## src/rtl/branch_resolve_controller.sv

```systemverilog
`default_nettype none
// ============================================================================
//  Module      : branch_resolve_controller
//  Description : ID-stage branch resolution with hazard stalls, comparator
//                operand forwarding and saturating statistics counters.
//  Revision    : 1.0 - initial release
// ============================================================================
module branch_resolve_controller #(
    parameter int CNT_WIDTH = 16
) (
    input  logic                 clk,
    input  logic                 reset,
    input  logic                 BranchEQ_ID,
    input  logic                 BranchNE_ID,
    input  logic [4:0]           Rs_ID,
    input  logic [4:0]           Rt_ID,
    input  logic                 RegWrite_EX,
    input  logic                 MemRead_EX,
    input  logic [4:0]           WriteReg_EX,
    input  logic                 RegWrite_MEM,
    input  logic                 MemRead_MEM,
    input  logic [4:0]           WriteReg_MEM,
    input  logic                 Zero,
    output logic                 Stall,
    output logic                 ForwardA_ID,
    output logic                 ForwardB_ID,
    output logic                 PCSrc,
    output logic                 Flush_IF,
    output logic [CNT_WIDTH-1:0] BranchCnt,
    output logic [CNT_WIDTH-1:0] TakenCnt,
    output logic [CNT_WIDTH-1:0] StallCnt
);

    localparam logic [CNT_WIDTH-1:0] c_CNT_MAX = '1;

    typedef enum logic [0:0] {
        IDLE  = 1'b0,
        STALL = 1'b1
    } state_t;

    state_t r_state, w_stateNext;
    logic [1:0] r_cnt, w_cntNext;
    logic [CNT_WIDTH-1:0] r_branchCnt, r_takenCnt, r_stallCnt;

    logic w_branch, w_taken;
    logic w_exMatch, w_memMatch;
    logic [1:0] w_need;
    logic w_stall, w_resolve;

    assign w_branch = BranchEQ_ID | BranchNE_ID;
    assign w_taken  = (BranchEQ_ID & Zero) | (BranchNE_ID & ~Zero);

    // Register $0 is never a real producer, so it can never create a hazard.
    assign w_exMatch  = RegWrite_EX && (WriteReg_EX != 5'd0) &&
                        ((WriteReg_EX == Rs_ID) || (WriteReg_EX == Rt_ID));
    assign w_memMatch = RegWrite_MEM && (WriteReg_MEM != 5'd0) &&
                        ((WriteReg_MEM == Rs_ID) || (WriteReg_MEM == Rt_ID));

    always_comb begin
        w_need = 2'd0;
        if (MemRead_EX && w_exMatch)
            w_need = 2'd2;
        else if (w_exMatch || (MemRead_MEM && w_memMatch))
            w_need = 2'd1;
    end

    always_comb begin
        w_stateNext = r_state;
        w_cntNext   = r_cnt;
        w_stall     = 1'b0;
        w_resolve   = 1'b0;
        case (r_state)
            IDLE: begin
                if (w_branch) begin
                    if (w_need == 2'd0) begin
                        w_resolve = 1'b1;
                    end else begin
                        w_stall     = 1'b1;
                        w_cntNext   = w_need - 2'd1;
                        w_stateNext = STALL;
                    end
                end
            end
            STALL: begin
                if (r_cnt != 2'd0) begin
                    w_stall   = 1'b1;
                    w_cntNext = r_cnt - 2'd1;
                end else begin
                    w_resolve   = 1'b1;
                    w_stateNext = IDLE;
                end
            end
        endcase
    end

    always_ff @(posedge clk or negedge reset) begin
        if (!reset) begin
            r_state <= IDLE;
            r_cnt   <= 2'd0;
        end else begin
            r_state <= w_stateNext;
            r_cnt   <= w_cntNext;
        end
    end

    always_ff @(posedge clk or negedge reset) begin
        if (!reset) begin
            r_branchCnt <= '0;
            r_takenCnt  <= '0;
            r_stallCnt  <= '0;
        end else begin
            if (w_resolve && (r_branchCnt != c_CNT_MAX))
                r_branchCnt <= r_branchCnt + 1'b1;
            if (w_resolve && w_taken && (r_takenCnt != c_CNT_MAX))
                r_takenCnt <= r_takenCnt + 1'b1;
            if (w_stall && (r_stallCnt != c_CNT_MAX))
                r_stallCnt <= r_stallCnt + 1'b1;
        end
    end

    // Control outputs are gated so nothing escapes while reset is held low.
    assign Stall    = w_stall & reset;
    assign PCSrc    = w_resolve & w_taken & reset;
    assign Flush_IF = w_resolve & w_taken & reset;

    assign ForwardA_ID = RegWrite_MEM & ~MemRead_MEM &
                         (WriteReg_MEM == Rs_ID) & (Rs_ID != 5'd0);
    assign ForwardB_ID = RegWrite_MEM & ~MemRead_MEM &
                         (WriteReg_MEM == Rt_ID) & (Rt_ID != 5'd0);

    assign BranchCnt = r_branchCnt;
    assign TakenCnt  = r_takenCnt;
    assign StallCnt  = r_stallCnt;

endmodule
`default_nettype wire
```

## config.mk

```make
export PLATFORM = sky130hd
export DESIGN_NAME = branch_resolve_controller
export DESIGN_NICKNAME = d
export VERILOG_FILES = /design/src/rtl/branch_resolve_controller.sv
export SDC_FILE = /design/constraint.sdc
export NUM_CORES = 1
export LEC_CHECK = 0
export BUFFER_PORTS_ARGS = -buffer_cell sky130_fd_sc_hd__buf_2
export CAP_MARGIN = 0
export CORE_MARGIN = 3
export CORE_UTILIZATION = 25
export CTS_CLUSTER_DIAMETER = 40
export DETAILED_ROUTE_END_ITERATION = 7
export HOLD_SLACK_MARGIN = 0.06
export PLACE_DENSITY_LB_ADDON = 0.05
export SKIP_CTS_REPAIR_TIMING = 1
export SYNTH_ARGS = -nofsm -noshare
export SYNTH_HDL_FRONTEND = slang
export SYNTH_SLANG_ARGS = --single-unit
```

## constraint.sdc

```tcl
create_clock -name clk -period 5.6 [get_ports clk]
set_input_delay 1.12 -clock clk [delete_from_list [all_inputs] [get_ports clk]]
set_output_delay 1.12 -clock clk [all_outputs]
set_load 0.05 [all_outputs]
```

# Word level (Yosys, flattened, before mapping)
# Index checks and enable logic that the tools add are counted.
op_classes:
  n_addsub: 5
  mul: 0
  div: 0
  magnitude_cmp: 0
  n_eq_ne: 10
  n_shift: 0
  mux: 14
  bitwise: 15
  n_reduce_logical: 20
op_table:
  columns: ["cell", "count"]
  rows:
  - ["16-bit by 1-bit adder with 16-bit output (second input constant)", 3]
  - ["16-bit != test (second input constant)", 3]
  - ["5-bit equality test", 4]
  - ["5-bit nonzero test", 4]
  - ["1-bit AND", 10]
  - ["1-bit logical AND", 10]
  - ["2-bit 2-to-1 mux", 4]
  - ["1-bit 2-to-1 mux", 7]
  - ["2-bit != test (second input constant)", 2]
  - ["1-bit one-hot mux with 2 select lines", 2]
  - ["2-bit one-hot mux with 2 select lines", 1]
  - ["2-bit by 1-bit subtractor with 2-bit output (second input constant)", 2]
  - ["1-bit logical OR", 3]
  - ["1-bit inverter", 3]
  - ["3-bit AND reduction", 1]
  - ["2-bit zero test", 1]
  - ["2-bit by 1-bit != test with 1-bit output (second input constant)", 1]
  - ["1-bit OR", 2]
  - ["2-bit nonzero test", 1]
word_totals:
  ff_bits: 51
  latch_bits: 0
  ramBits: 0
  romBits: 0
  in_bits: 29
  output_inout_bits: 53
  word_cells: 69
  memories: 0

# Longest topological paths before layout
# Gate-level depths: netlist (run 1).
logic_depth:
  depth_word: 13
  ltp_mapped: 8
  mapped_depth_nobuf: 7

# Worst setup path after synthesis (run 1)
# Ideal clock, no wire load.
synth_path:
  kind: "input-to-output"
  startpoint: "input port WriteReg_MEM[1]"
  endpoint: "output port PCSrc"
  arrival_time_ns: 2.981
  required_ns: 4.480
  setup_slack_ns: 1.499
  path_stages: 6
  path_buffers: 1
  cell_sequence: "or4_1 -> o211ai_2 -> a211oi_1 -> nor3_1 -> and3b_1 -> buf_4"
synth_via:
  elab_chain_len: 13
  elab_cells_between_ends: 16
  cone_classes: "eq/ne (2); mux (5); bitwise (2); reduce/logical (7)"
synth_lines:
  columns: ["item", "line", "rtl"]
  rows:
  - ["start, declared", "22", "input logic [4:0] WriteReg_MEM,"]
  - ["5-bit equality test or 5-bit nonzero test (tied branches)", "57, 56", null]
  - ["1-bit logical OR or 1-bit logical AND (tied branches)", "57, 56", null]
  - ["1-bit logical AND *", "56", "assign w_memMatch = RegWrite_MEM && (WriteReg_MEM != 5'd0) &&"]
  - ["1-bit logical AND *", "63", "else if (w_exMatch || (MemRead_MEM && w_memMatch))"]
  - ["1-bit logical OR *", "63", null]
  - ["1-bit 2-to-1 mux *", "63", null]
  - ["2-bit 2-to-1 mux *", "61", "if (MemRead_EX && w_exMatch)"]
  - ["2-bit zero test *", "75", "if (w_need == 2'd0) begin"]
  - ["1-bit 2-to-1 mux *", "75", null]
  - ["1-bit 2-to-1 mux *", "74", "if (w_branch) begin"]
  - ["1-bit one-hot mux with 2 select lines *", "72", "case (r_state)"]
  - ["1-bit AND * (2 in series)", null, null]
  - ["end, declared", "27", "output logic PCSrc,"]
# Mark *: on every way between the ends. The rest lies on a longest branch, timed or not.

# Worst setup path after layout (run 1)
layout_path:
  startpoint: "input port WriteReg_MEM[1]"
  endpoint: "output port PCSrc"
layout_via:
  elab_chain_len: 13
  elab_cells_between_ends: 16
  cone_classes: "eq/ne (2); mux (5); bitwise (2); reduce/logical (7)"
layout_lines:
  columns: ["item", "line", "rtl"]
  rows:
  - ["5-bit equality test or 5-bit nonzero test (tied branches)", "57, 56", null]
  - ["1-bit logical OR or 1-bit logical AND (tied branches)", "57, 56", null]
  - ["1-bit logical AND *", "56", null]
  - ["1-bit logical AND *", "63", null]
  - ["1-bit logical OR *", "63", null]
  - ["1-bit 2-to-1 mux *", "63", null]
  - ["2-bit 2-to-1 mux *", "61", null]
  - ["2-bit zero test *", "75", null]
  - ["1-bit 2-to-1 mux *", "75", null]
  - ["1-bit 2-to-1 mux *", "74", null]
  - ["1-bit one-hot mux with 2 select lines *", "72", null]
  - ["1-bit AND * (2 in series)", "123", "assign PCSrc = w_resolve & w_taken & reset;"]
# Marked as above.

==> metrics.md, run 1 <==
| Metric | Value |
|---|---|
| Startpoint Class | `input pin` |
| Seq cells post-synth | `51` |
| Core Area | `11000 µm²` |
| GRT Total Usage | `11.7%` |
| Clock Tree Buf Depth | `2` |
| Power Total | `1.46 mW` |
| CTS Root Cell | `clkbuf_16` |
| Num rows | `38` |
| Die area | `12700 µm²` |
| Max Slew Vio Count | `0` |
| Layout Skew | `0.00866 ns` |
| Crit Reg-Reg Endpoint | `TakenCnt[1]` |
| Layout Cells excl Fill | `489` |
| Area Growth Syn to Fin | `24.6%` |
| Tcrit/Tclk final | `71.1%` |
| RePlAce Congestion | `0.771` |
| Final setup margin | `between 1.5 and 2 ns` |
| Final Hold Violating Endpoints | `0` |
| Slew @ Worst Pin | `around 0.84 ns` |
| Global-route wire length before repair | `~12000 µm` |
| Hold path start | `BranchCnt[5]` |
| CTS Buf Count | `5` |
| DR DRC count | `0` |
| Routed WL | `6980 µm` |
| Crit Path Category | `in2out` |
| CP Capture Type | `primary output` |
| CTS clk-pin slew, worst paths | `roughly 0.070 ns` |
| Endpoint arrival time on the critical path | `2.86 ns` |
| Pre-CTS WS | `1.60 ns` |
| Cell Area, Synth | `2840 µm²` |
| Hold EP | `BranchCnt[5]` |
| GRT overflow | `0` |
| Post-synth EDFFs | `0` |
| Peak Freq | `251 MHz` |
| Hold depth | `1` |
| DR WL met2 | `~3200 µm` |
| Outcome | `completed` |
| DR pass1 iterations | `4` |
| Metal3 WL | `317 µm` |
| Pin count of the biggest net entering global routing | `41` |
| Die H | `112 µm` |
| Port bufs | `81` |
| Critical R2R Launch | `TakenCnt[6]` |
| Minimum clock period | `between 3 and 4 ns` |
| Initial Util | `25.8%` |
| CTS tree | `done` |
| Fin nets | `between 300 and 400` |
| Fin util | `32.2%` |
| Worst vdd ir | `0.179 mV` |
| H-Tree Depth | `2` |
| Final hold slack | `0.486 ns` |
| Max Cap Viol | `0` |
| HPWL Detailed | `~5300 µm` |
| WL met1 | `3410 µm` |
| Seq/Total Area, Yosys | `45.0%` |
| Avg Inst Size Synth | `10.7 µm²` |
| Async set-reset flop share out of synthesis | `100%` |
| Post-route ant nets | `0` |
| Worst Path Max Fanout | `3` |
| Antenna violations before repair | `1` |
| Max Used Layer | `met5` |
| Non-Filler Cell Area, Final | `3530 µm²` |
| Final setup vio count | `0` |
| Post-Route Setup TNS | `0 ns` |
| Netlist cell types | `40` |
| Post-Synthesis Cells | `approximately 260` |
| Fraction of layout cells with a size suffix above 1 | `between 30 and 40%` |
| Placed instance count | `slightly below 500` |
| Req. time, crit path | `4.48 ns` |
| Antenna Cells | `0` |
| TritonCTS Sinks | `51` |
| Vias per cell | `4.59` |
| Ports | `between 80 and 90` |
| 1st-iter DRT viols | `53` |
| Vias | `between 2000 and 2500` |
| Per-cell routed wire length | `14.3 µm` |
| Relative slew slack | `a little over two fifths` |
| Synth warnings | `0` |
| Reg2Reg Setup Slack | `3.20 ns` |
| Syn_nets | `just under 300` |
| PD cells | `413 nW/µm²` |
| Leakage | `1.61 nW` |
| Vias in the first global route | `around 2400` |
| R2r worst-path depth | `6` |
| Area of placed instances | `3380 µm²` |
| RSZ-0062 raised after global routing | `false` |
| FILL cells | `1171` |
| Clock Latency Late Sink | `roughly 0.29 ns` |
| Primary FF master, synth | `dfrtp_1` |
| Die W | `112 µm` |
| Worst min path class | `reg2reg` |
-- area by class of cell --
cell class / count / area [µm²] / area share, %
clock buffer: 7 / 143 / 4.04
tap: 140 / 175 / 4.96
inverter: 4 / 15.0 / 0.425
clock inverter: 1 / 8.76 / 0.248
multi-input combinational: 204 / 1500 / 42.5
sequential: 51 / 1280 / 36.1
timing repair buffer: 82 / 413 / 11.7
-- metal layers --
metal  track usage (%)  up-vias
li1                  -     1114
met2              18.5       56
met5                 0        -
met4              2.88        2
met3              2.86        7
met1              16.0     1066
-- cells in the final DEF, fill, tap and decap left out, drive strengths merged, types with 2 or more instances in the layout --
master / instances
nor2b: 2
nand2b: 3
clkbuf: 7
mux2: 4
dfrtp: 51
nand2: 14
xor2: 22
o21ai: 2
or4: 4
o22ai: 3
nor2: 11
and3: 10
buf: 82
xnor2: 42
ha: 3
nor4: 5
inv: 4
nand3: 32
nand4: 11
and2: 4
nor3: 15
and4: 3
-- sequential cells by signal, indices dropped and copies added, names as in the netlist --
| name | cells |
|---|---|
| StallCnt | 16 |
| r_cnt | 2 |
| BranchCnt | 16 |
| TakenCnt | 16 |
| r_state | 1 |
-- critical path, stage by stage --
cell,delay [ns]
buf_2,0.12
or4_1,0.55
o211ai_2,0.22
a211oi_1,0.12
nor3_1,0.24
and3b_1,0.21
buf_2,0.27
-- cell families (layout without fill, tap and decap cells) --
family	Yosys count	count (layout)	share of synthesized area (%)
and+or+nand+nor	118	118	24.9
xor gates and xnor gates	64	64	19.8
DFF	51	51	45.0
AOI/OAI and AO/OA	14	14	4.99
buffers and inverters	9	94	2.03
muxes	5	5	1.94
adders and majority gates	3	3	1.32
-- synth_stat cells (4+ instances only) --
| master | number | area (µm²) |
|---|---|---|
| and2_1 | 4 | 25.0 |
| and3_1 | 10 | 62.6 |
| dfrtp_1 | 51 | 1280 |
| inv_1 | 4 | 15.0 |
| mux2_2 | 4 | 45.0 |
| nand2_1 | 14 | 52.6 |
| nand3_1 | 32 | 160 |
| nand4_1 | 11 | 68.8 |
| nor2_1 | 11 | 41.3 |
| nor3_1 | 7 | 35.0 |
| nor3_2 | 8 | 80.1 |
| or4_1 | 4 | 30.0 |
| xnor2_1 | 42 | 368 |
| xor2_1 | 22 | 193 |
-- power breakdown --
| group | internal (mW) | switching, mW | total [mW] |
|---|---|---|---|
| Combinational | 0.160 | 0.425 | 0.585 |
| Clock | 0.179 | 0.138 | 0.317 |
| Sequential | 0.452 | 0.106 | 0.558 |
| Total | 0.791 | 0.669 | 1.46 |
-- worst max-delay path by stage --
stage	start	end	slack [ns]
4_1_cts	WriteReg_MEM[1]	PCSrc	1.60
2_1_floorplan	WriteReg_MEM[1]	PCSrc	1.50
5_1_grt	WriteReg_EX[1]	PCSrc	1.40
3_3_place_gp	WriteReg_EX[1]	Flush_IF	1.59
6_report	WriteReg_MEM[1]	PCSrc	1.62
3_5_place_dp	WriteReg_EX[1]	PCSrc	1.60
No activity file was read; power rests on OpenSTA's default activity.
==> inputs of run 2 (changes only) <==
--- a/config.mk
+++ b/config.mk
@@ -5,6 +5,7 @@
 export SDC_FILE = /design/constraint.sdc
 export NUM_CORES = 1
 export LEC_CHECK = 0
+export ABC_AREA = 1
 export BUFFER_PORTS_ARGS = -buffer_cell sky130_fd_sc_hd__buf_2
 export CAP_MARGIN = 0
 export CORE_MARGIN = 3
==> constraint.sdc (replaced) <==
create_clock -name clk -period 3.4 [get_ports clk]
set_input_delay 0.68 -clock clk [delete_from_list [all_inputs] [get_ports clk]]
set_output_delay 0.68 -clock clk [all_outputs]
set_load 0.05 [all_outputs]
==> metrics.md, run 2 <==
| Metric | Value |
|---|---|
| Outcome | `completed` |
| Post-Synthesis Cells | `507` |
| Netlist cell types | `25` |
| Max Slew Vio Count | `0` |
| Synth Area in XOR/XNOR | `11.5%` |
| Crit Reg-Reg Endpoint | `BranchCnt[13]` |
| CP Capture Type | `primary output` |
| Reg area | `around 1300 µm²` |
| Clock Latency Late Sink | `approximately 0.30 ns` |
| Die H | `125 µm` |
| Commonest non-fill, non-tap cell in the layout | `nand2_1` |
| Primary FF master, synth | `dfrtp_1` |
| Synth top area share | `36.3%` |
| Core Area | `13500 µm²` |
| Most common cell in the synthesized netlist | `nand2_1` |
| TritonCTS Sinks | `51` |
| Synth warnings | `0` |
| Most frequent cells in the layout | `178 x nand2_1, 81 x buf_2, 62 x nand3_1` |
| Ports | `82` |
| RePlAce Congestion | `0.811` |
| Clock Tree Buf Depth | `2` |
| Per-cell routed wire length | `13.2 µm` |
| Async set-reset flop share out of synthesis | `between 90% and 100%` |
| Seq/Total Area, Yosys | `approximately 36%` |
| Leakage | `about 2.3 nW` |
| Endpoint arrival time on the critical path | `2.15 ns` |
| Cell Area, Synth | `3510 µm²` |
| Pin count of the biggest net entering global routing | `52` |
| Relative slew slack | `53.4%` |
| Area Growth Syn to Fin | `20.5%` |
| Hold path start | `BranchCnt[15]` |
| Top cells by area, synth | `dfrtp_1 36%, nand2_1 19%, nand3_1 8.8%` |
| 1st-iter DRT viols | `195` |
| Initial Util | `26.0%` |
| Power Total | `between 2 and 2.5 mW` |
| Die area | `15500 µm²` |
| Layout Skew | `~0.0074 ns` |
| Mux cell area share after synthesis | `0.320%` |
| RSZ-0062 raised after global routing | `false` |
| Vias in the first global route | `3419` |
| Req. time, crit path | `2.72 ns` |
| Reg2Reg Setup Slack | `1.10 ns` |
| DR pass1 iterations | `4` |
| Final Hold Violating Endpoints | `0` |
| CTS Root Cell | `clkbuf_16` |
| PD cells | `519 nW/µm²` |
| Slew @ Worst Pin | `0.699 ns` |
| Post-synth EDFFs | `0` |
| FILL cells | `1492` |
| Startpoint Class | `input pin` |
| Routed WL | `10100 µm` |
| Seq cells post-synth | `51` |
| Hold depth | `2` |
| Num rows | `42` |
| Max Cap Viol | `0` |
| Die W | `125 µm` |
| Critical R2R Launch | `BranchCnt[0]` |
| Placed instance count | `754` |
| H-Tree Depth | `2` |
| Vias per cell | `4.44` |
| Synth Area in Compound Gates | `1.60%` |
| Post-Route Setup TNS | `0 ns` |
| Global-route wire length before repair | `17200 µm` |
| Syn_nets | `~540` |
| Tcrit/Tclk final | `83.3%` |
| Fin nets | `617` |
| Final setup vio count | `0` |
| Hold EP | `BranchCnt[15]` |
| GRT Total Usage | `a little over an eighth` |
| Area fraction in and, or, nand and nor cells after synthesis | `40.6%` |
| Antenna Cells | `0` |
| Crit Path Category | `in2out` |
| Peak Freq | `353 MHz` |
| Area of placed instances | `4080 µm²` |
| CTS clk-pin slew, worst paths | `0.06 ns` |
| Main combinational cell family by area after synthesis | `simple AND/OR/NAND/NOR gates` |
| Vias | `3379` |
| Synth Area in Adders | `approximately 1.1%` |
| Post-route ant nets | `0` |
| CTS Buf Count | `5` |
| Minimum clock period | `2.83 ns` |
| R2r worst-path depth | `8` |
| CTS tree | `done` |
| Avg Inst Size Synth | `roughly 7 µm²` |
| Worst min path class | `reg2reg` |
| Multi-input logic area | `1940 µm²` |
| Antenna violations before repair | `1` |
| Port bufs | `81` |
| Non-Filler Cell Area, Final | `around 4200 µm²` |
| HPWL Detailed | `7420 µm` |
| Worst vdd ir | `0.405 mV` |
| GRT overflow | `0` |
| Worst Path Max Fanout | `4` |
| Fraction of layout cells with a size suffix above 1 | `between 10% and 20%` |
| Fin util | `31.4%` |
| DR DRC count | `0` |
| Layout Cells excl Fill | `761` |
| Top post-synthesis cells by count | `178 x nand2_1, 62 x nand3_1, 58 x inv_1, 51 x dfrtp_1, 36 x nor2_1` |
| Post-synth top area cell | `dfrtp_1` |
## run 2: cell count changes after synthesis, moves of 6 or more
cell,delta
nor2_1,+25
xnor2_1,-26
nand2_1,+164
o21ai_0,+7
nand3_1,+30
nor3_1,+7
and3_1,-10
xor2_1,+8
nand4_1,+13
nor3_2,-6
inv_1,+54
## run 2: power breakdown
part / total [mW] / internal, mW / leakage (nW) / switching, mW
Clock: 0.592 / 0.345 / 0.0769 / 0.247
Combinational: 0.789 / 0.209 / 1.50 / 0.580
Sequential: 0.819 / 0.694 / 0.694 / 0.126
## run 2: how the worst max path moves through the flow
| stage | startpoint | to | slack (ns) | cells past startpoint |
|---|---|---|---|---|
| 3_3_place_gp | WriteReg_MEM[2] | TakenCnt[13] | 0.51 | 12 |
| 6_report | Rs_ID[3] | Stall | 0.57 | 12 |
| 2_1_floorplan | WriteReg_EX[3] | PCSrc | 0.13 | 11 |
| 3_5_place_dp | WriteReg_MEM[2] | TakenCnt[15] | 0.47 | 12 |
| 5_1_grt | WriteReg_MEM[2] | Flush_IF | 0.27 | 11 |
| 4_1_cts | WriteReg_MEM[2] | PCSrc | 0.49 | 11 |
## run 2: critical path, stage by stage
cell and delay [ns]:
buf_2 0.12, inv_1 0.06, nand2_1 0.06, nand2_1 0.05, nor2_1 0.14, nand3_1 0.13
nand2_1 0.13, nand2_1 0.09, nand3_1 0.14, nand3_1 0.11, nor2_1 0.16, buf_2 0.30
## run 2: cell families after synthesis
kind of cell / Yosys count
adders and majority gates: 3
muxes: 1
DFF: 51
xor gates and xnor gates: 46
buffers and inverters: 71
AOI/OAI and AO/OA: 10
and+or+nand+nor: 325
## run 2: layout make-up
type                    count  area share (%)
flip-flops and latches     51            30.1
inverters                  58            5.14
well taps                 176            5.20
clock inverters             1           0.709
repair buffers             84            10.1
multi-input cells         385            45.7
clock buffers               6            3.04
## run 2: stage by stage
stage / setup WS, ns / hold WS, ns
after floorplan: 0.127 / 0.384
after global placement: 0.508 / 0.496
after detailed placement: 0.467 / 0.512
after CTS: 0.493 / 0.528
after global routing: 0.269 / 0.559
final: 0.567 / 0.523
## run 2: layer usage
layer / track usage, % / routed length, µm / share of wire [%]
met5: 0 / 9 / 0.090
met4: 4.71 / 153 / 1.5
met3: 3.47 / 509 / 5.1
met2: 21.2 / 4470 / 44
met1: 17.6 / 4910 / 49
==> inputs of run 3 (changes only) <==
==> constraint.sdc (replaced) <==
create_clock -name clk -period 2.7 [get_ports clk]
set_input_delay 0.54 -clock clk [delete_from_list [all_inputs] [get_ports clk]]
set_output_delay 0.54 -clock clk [all_outputs]
set_load 0.05 [all_outputs]
==> metrics.md, run 3 (same netlist as run 2, synthesis figures left out) <==
| Metric | Value |
|---|---|
| Outcome | `completed` |
| Vias | `3398` |
| Final setup vio count | `0` |
| Clock power share | `25.1%` |
| Non-Filler Cell Area, Final | `4280 µm²` |
| CTS Root Cell | `clkbuf_16` |
| CTS tree | `done` |
| Tcrit/Tclk final | `91.6%` |
| Delay-heaviest family, CP | `simple AND/OR/NAND/NOR gates` |
| Port bufs | `81` |
| 1st-iter DRT viols | `186` |
| TritonCTS Sinks | `51` |
| Antenna Cells | `0` |
| CP max-delay cell | `buf_4` |
| Final Hold Violating Endpoints | `0` |
| Area of placed instances | `4130 µm²` |
| HPWL Detailed | `~7500 µm` |
| CTS Buf Count | `5` |
| Sequential power share | `38.1%` |
| Endpoint arrival time on the critical path | `roughly 1.9 ns` |
| Post-Route Setup TNS | `0 ns` |
| Relative slew slack | `52.5%` |
| CP Cell Sequence | `buf_2, inv_1, nand2_1, nand2_1, nor2_1, nand3_1, nand2_1, nand2_1, nand3_1, nand3_1, nor2_1, buf_4` |
| RePlAce Congestion | `0.812` |
| DR DRC count | `0` |
| Int Pwr | `1.52 mW` |
| Layout Skew | `0.00934 ns` |
| Crit Path Category | `in2out` |
| Max Slew Vio Count | `0` |
| Req. time, crit path | `2.16 ns` |
| Switching share of power | `around 44%` |
| Worst min path class | `in2async` |
| Worst Path Max Fanout | `3` |
| Minimum clock period | `around 2.5 ns` |
| Fin nets | `623` |
| H-Tree Depth | `2` |
| Routed WL | `10100 µm` |
| DR pass1 iterations | `4` |
| Comb power frac | `between 30% and 40%` |
| Ports | `82` |
| CP max stage delay | `0.23 ns` |
| GRT Total Usage | `13.3%` |
| Placed instance count | `760` |
| RSZ-0062 raised after global routing | `false` |
| Global-route wire length before repair | `17300 µm` |
| CP bufs+invs | `3` |
| Core Area | `about 14000 µm²` |
| Commonest non-fill, non-tap cell in the layout | `nand2_1` |
| Antenna violations before repair | `0` |
| Initial Util | `about a quarter` |
| Die W | `125 µm` |
| CTS clk-pin slew, worst paths | `roughly 0.07 ns` |
| Die H | `125 µm` |
| Num rows | `42` |
| Fraction of layout cells with a size suffix above 1 | `17.7%` |
| Peak Freq | `404 MHz` |
| Vias in the first global route | `3423` |
| FILL cells | `1475` |
| Area Growth Syn to Fin | `21.9%` |
| Worst vdd ir | `0.550 mV` |
| Most frequent cells in the layout | `178 x nand2_1, 80 x buf_2, 62 x nand3_1` |
| Psw | `1.21 mW` |
| Per-cell routed wire length | `13.2 µm` |
| CP dominant cell by count | `nand2_1` |
| Clock Latency Late Sink | `around 0.30 ns` |
| Pin count of the biggest net entering global routing | `52` |
| Final hold slack | `0.371 ns` |
| Die area | `15500 µm²` |
| Leakage | `2.29 nW` |
| Power Total | `2.72 mW` |
| Vias per cell | `4.42` |
| Max Cap Viol | `0` |
| GRT overflow | `0` |
| Post-route ant nets | `0` |
| Layout Cells excl Fill | `between 700 and 800` |
| Slew @ Worst Pin | `0.712 ns` |
| Startpoint Class | `input pin` |
| PD cells | `~640 nW/µm²` |
| Clock Tree Buf Depth | `2` |
| CP Capture Type | `primary output` |
run 3: cell types whose count changed in the layout (fill, tap and decap cells not counted), sizes merged:
cell / previous run / this run
buf: 84 / 90
bufinv: 1 / 0
clkbuf: 6 / 7
clkinv: 0 / 1
run 3: per-stage QoR:
step                setup slack (ns)  util [%]
floorplan                      0.100         -
global placement               0.184      30.6
detailed placement             0.165      30.6
CTS                            0.154      31.7
global route                  0.0216      31.7
finish                         0.227      31.7
run 3: final cells by class:
cell class | count | area (µm²) | share of cell area [%]
multi-input cells | 385 | 1940 | 45.4
flip-flops and latches | 51 | 1280 | 29.8
repair buffers | 90 | 475 | 11.1
well taps | 176 | 220 | 5.14
inverters | 58 | 218 | 5.08
clock buffers | 7 | 143 | 3.33
clock inverters | 1 | 8.76 | 0.204
run 3: final timing paths:
check,cells after the start,slack (ns),to,from
min,2,0.37,BranchCnt[12],reset
min reg2reg,2,0.51,BranchCnt[15],BranchCnt[15]
max reg2reg,8,0.57,StallCnt[15],StallCnt[0]
min in group clk,2,0.51,BranchCnt[15],BranchCnt[15]
max in group asynchronous,2,1.82,r_state,reset
max,12,0.23,Stall,Rs_ID[0]
run 3: routing by layer:
metal / vias to the layer above / routed length, µm / global-route usage [%]
met5: - / 0 / 0
met4: 0 / 102 / 3.09
met3: 6 / 423 / 3.60
met2: 59 / 4490 / 21.2
met1: 1543 / 5130 / 18.1
li1: 1790 / - / -
run 3: power groups by stage:
stage | Combinational (mW) | Clock, mW | Sequential [mW]
finish | 1.00 | 0.684 | 1.04
CTS | 1.02 | 0.728 | 1.04
floorplan | 0.421 | 0 | 1.37
global placement | 1.01 | 0 | 1.05
global route | 1.10 | 0.756 | 1.06
detailed placement | 1.01 | 0 | 1.05
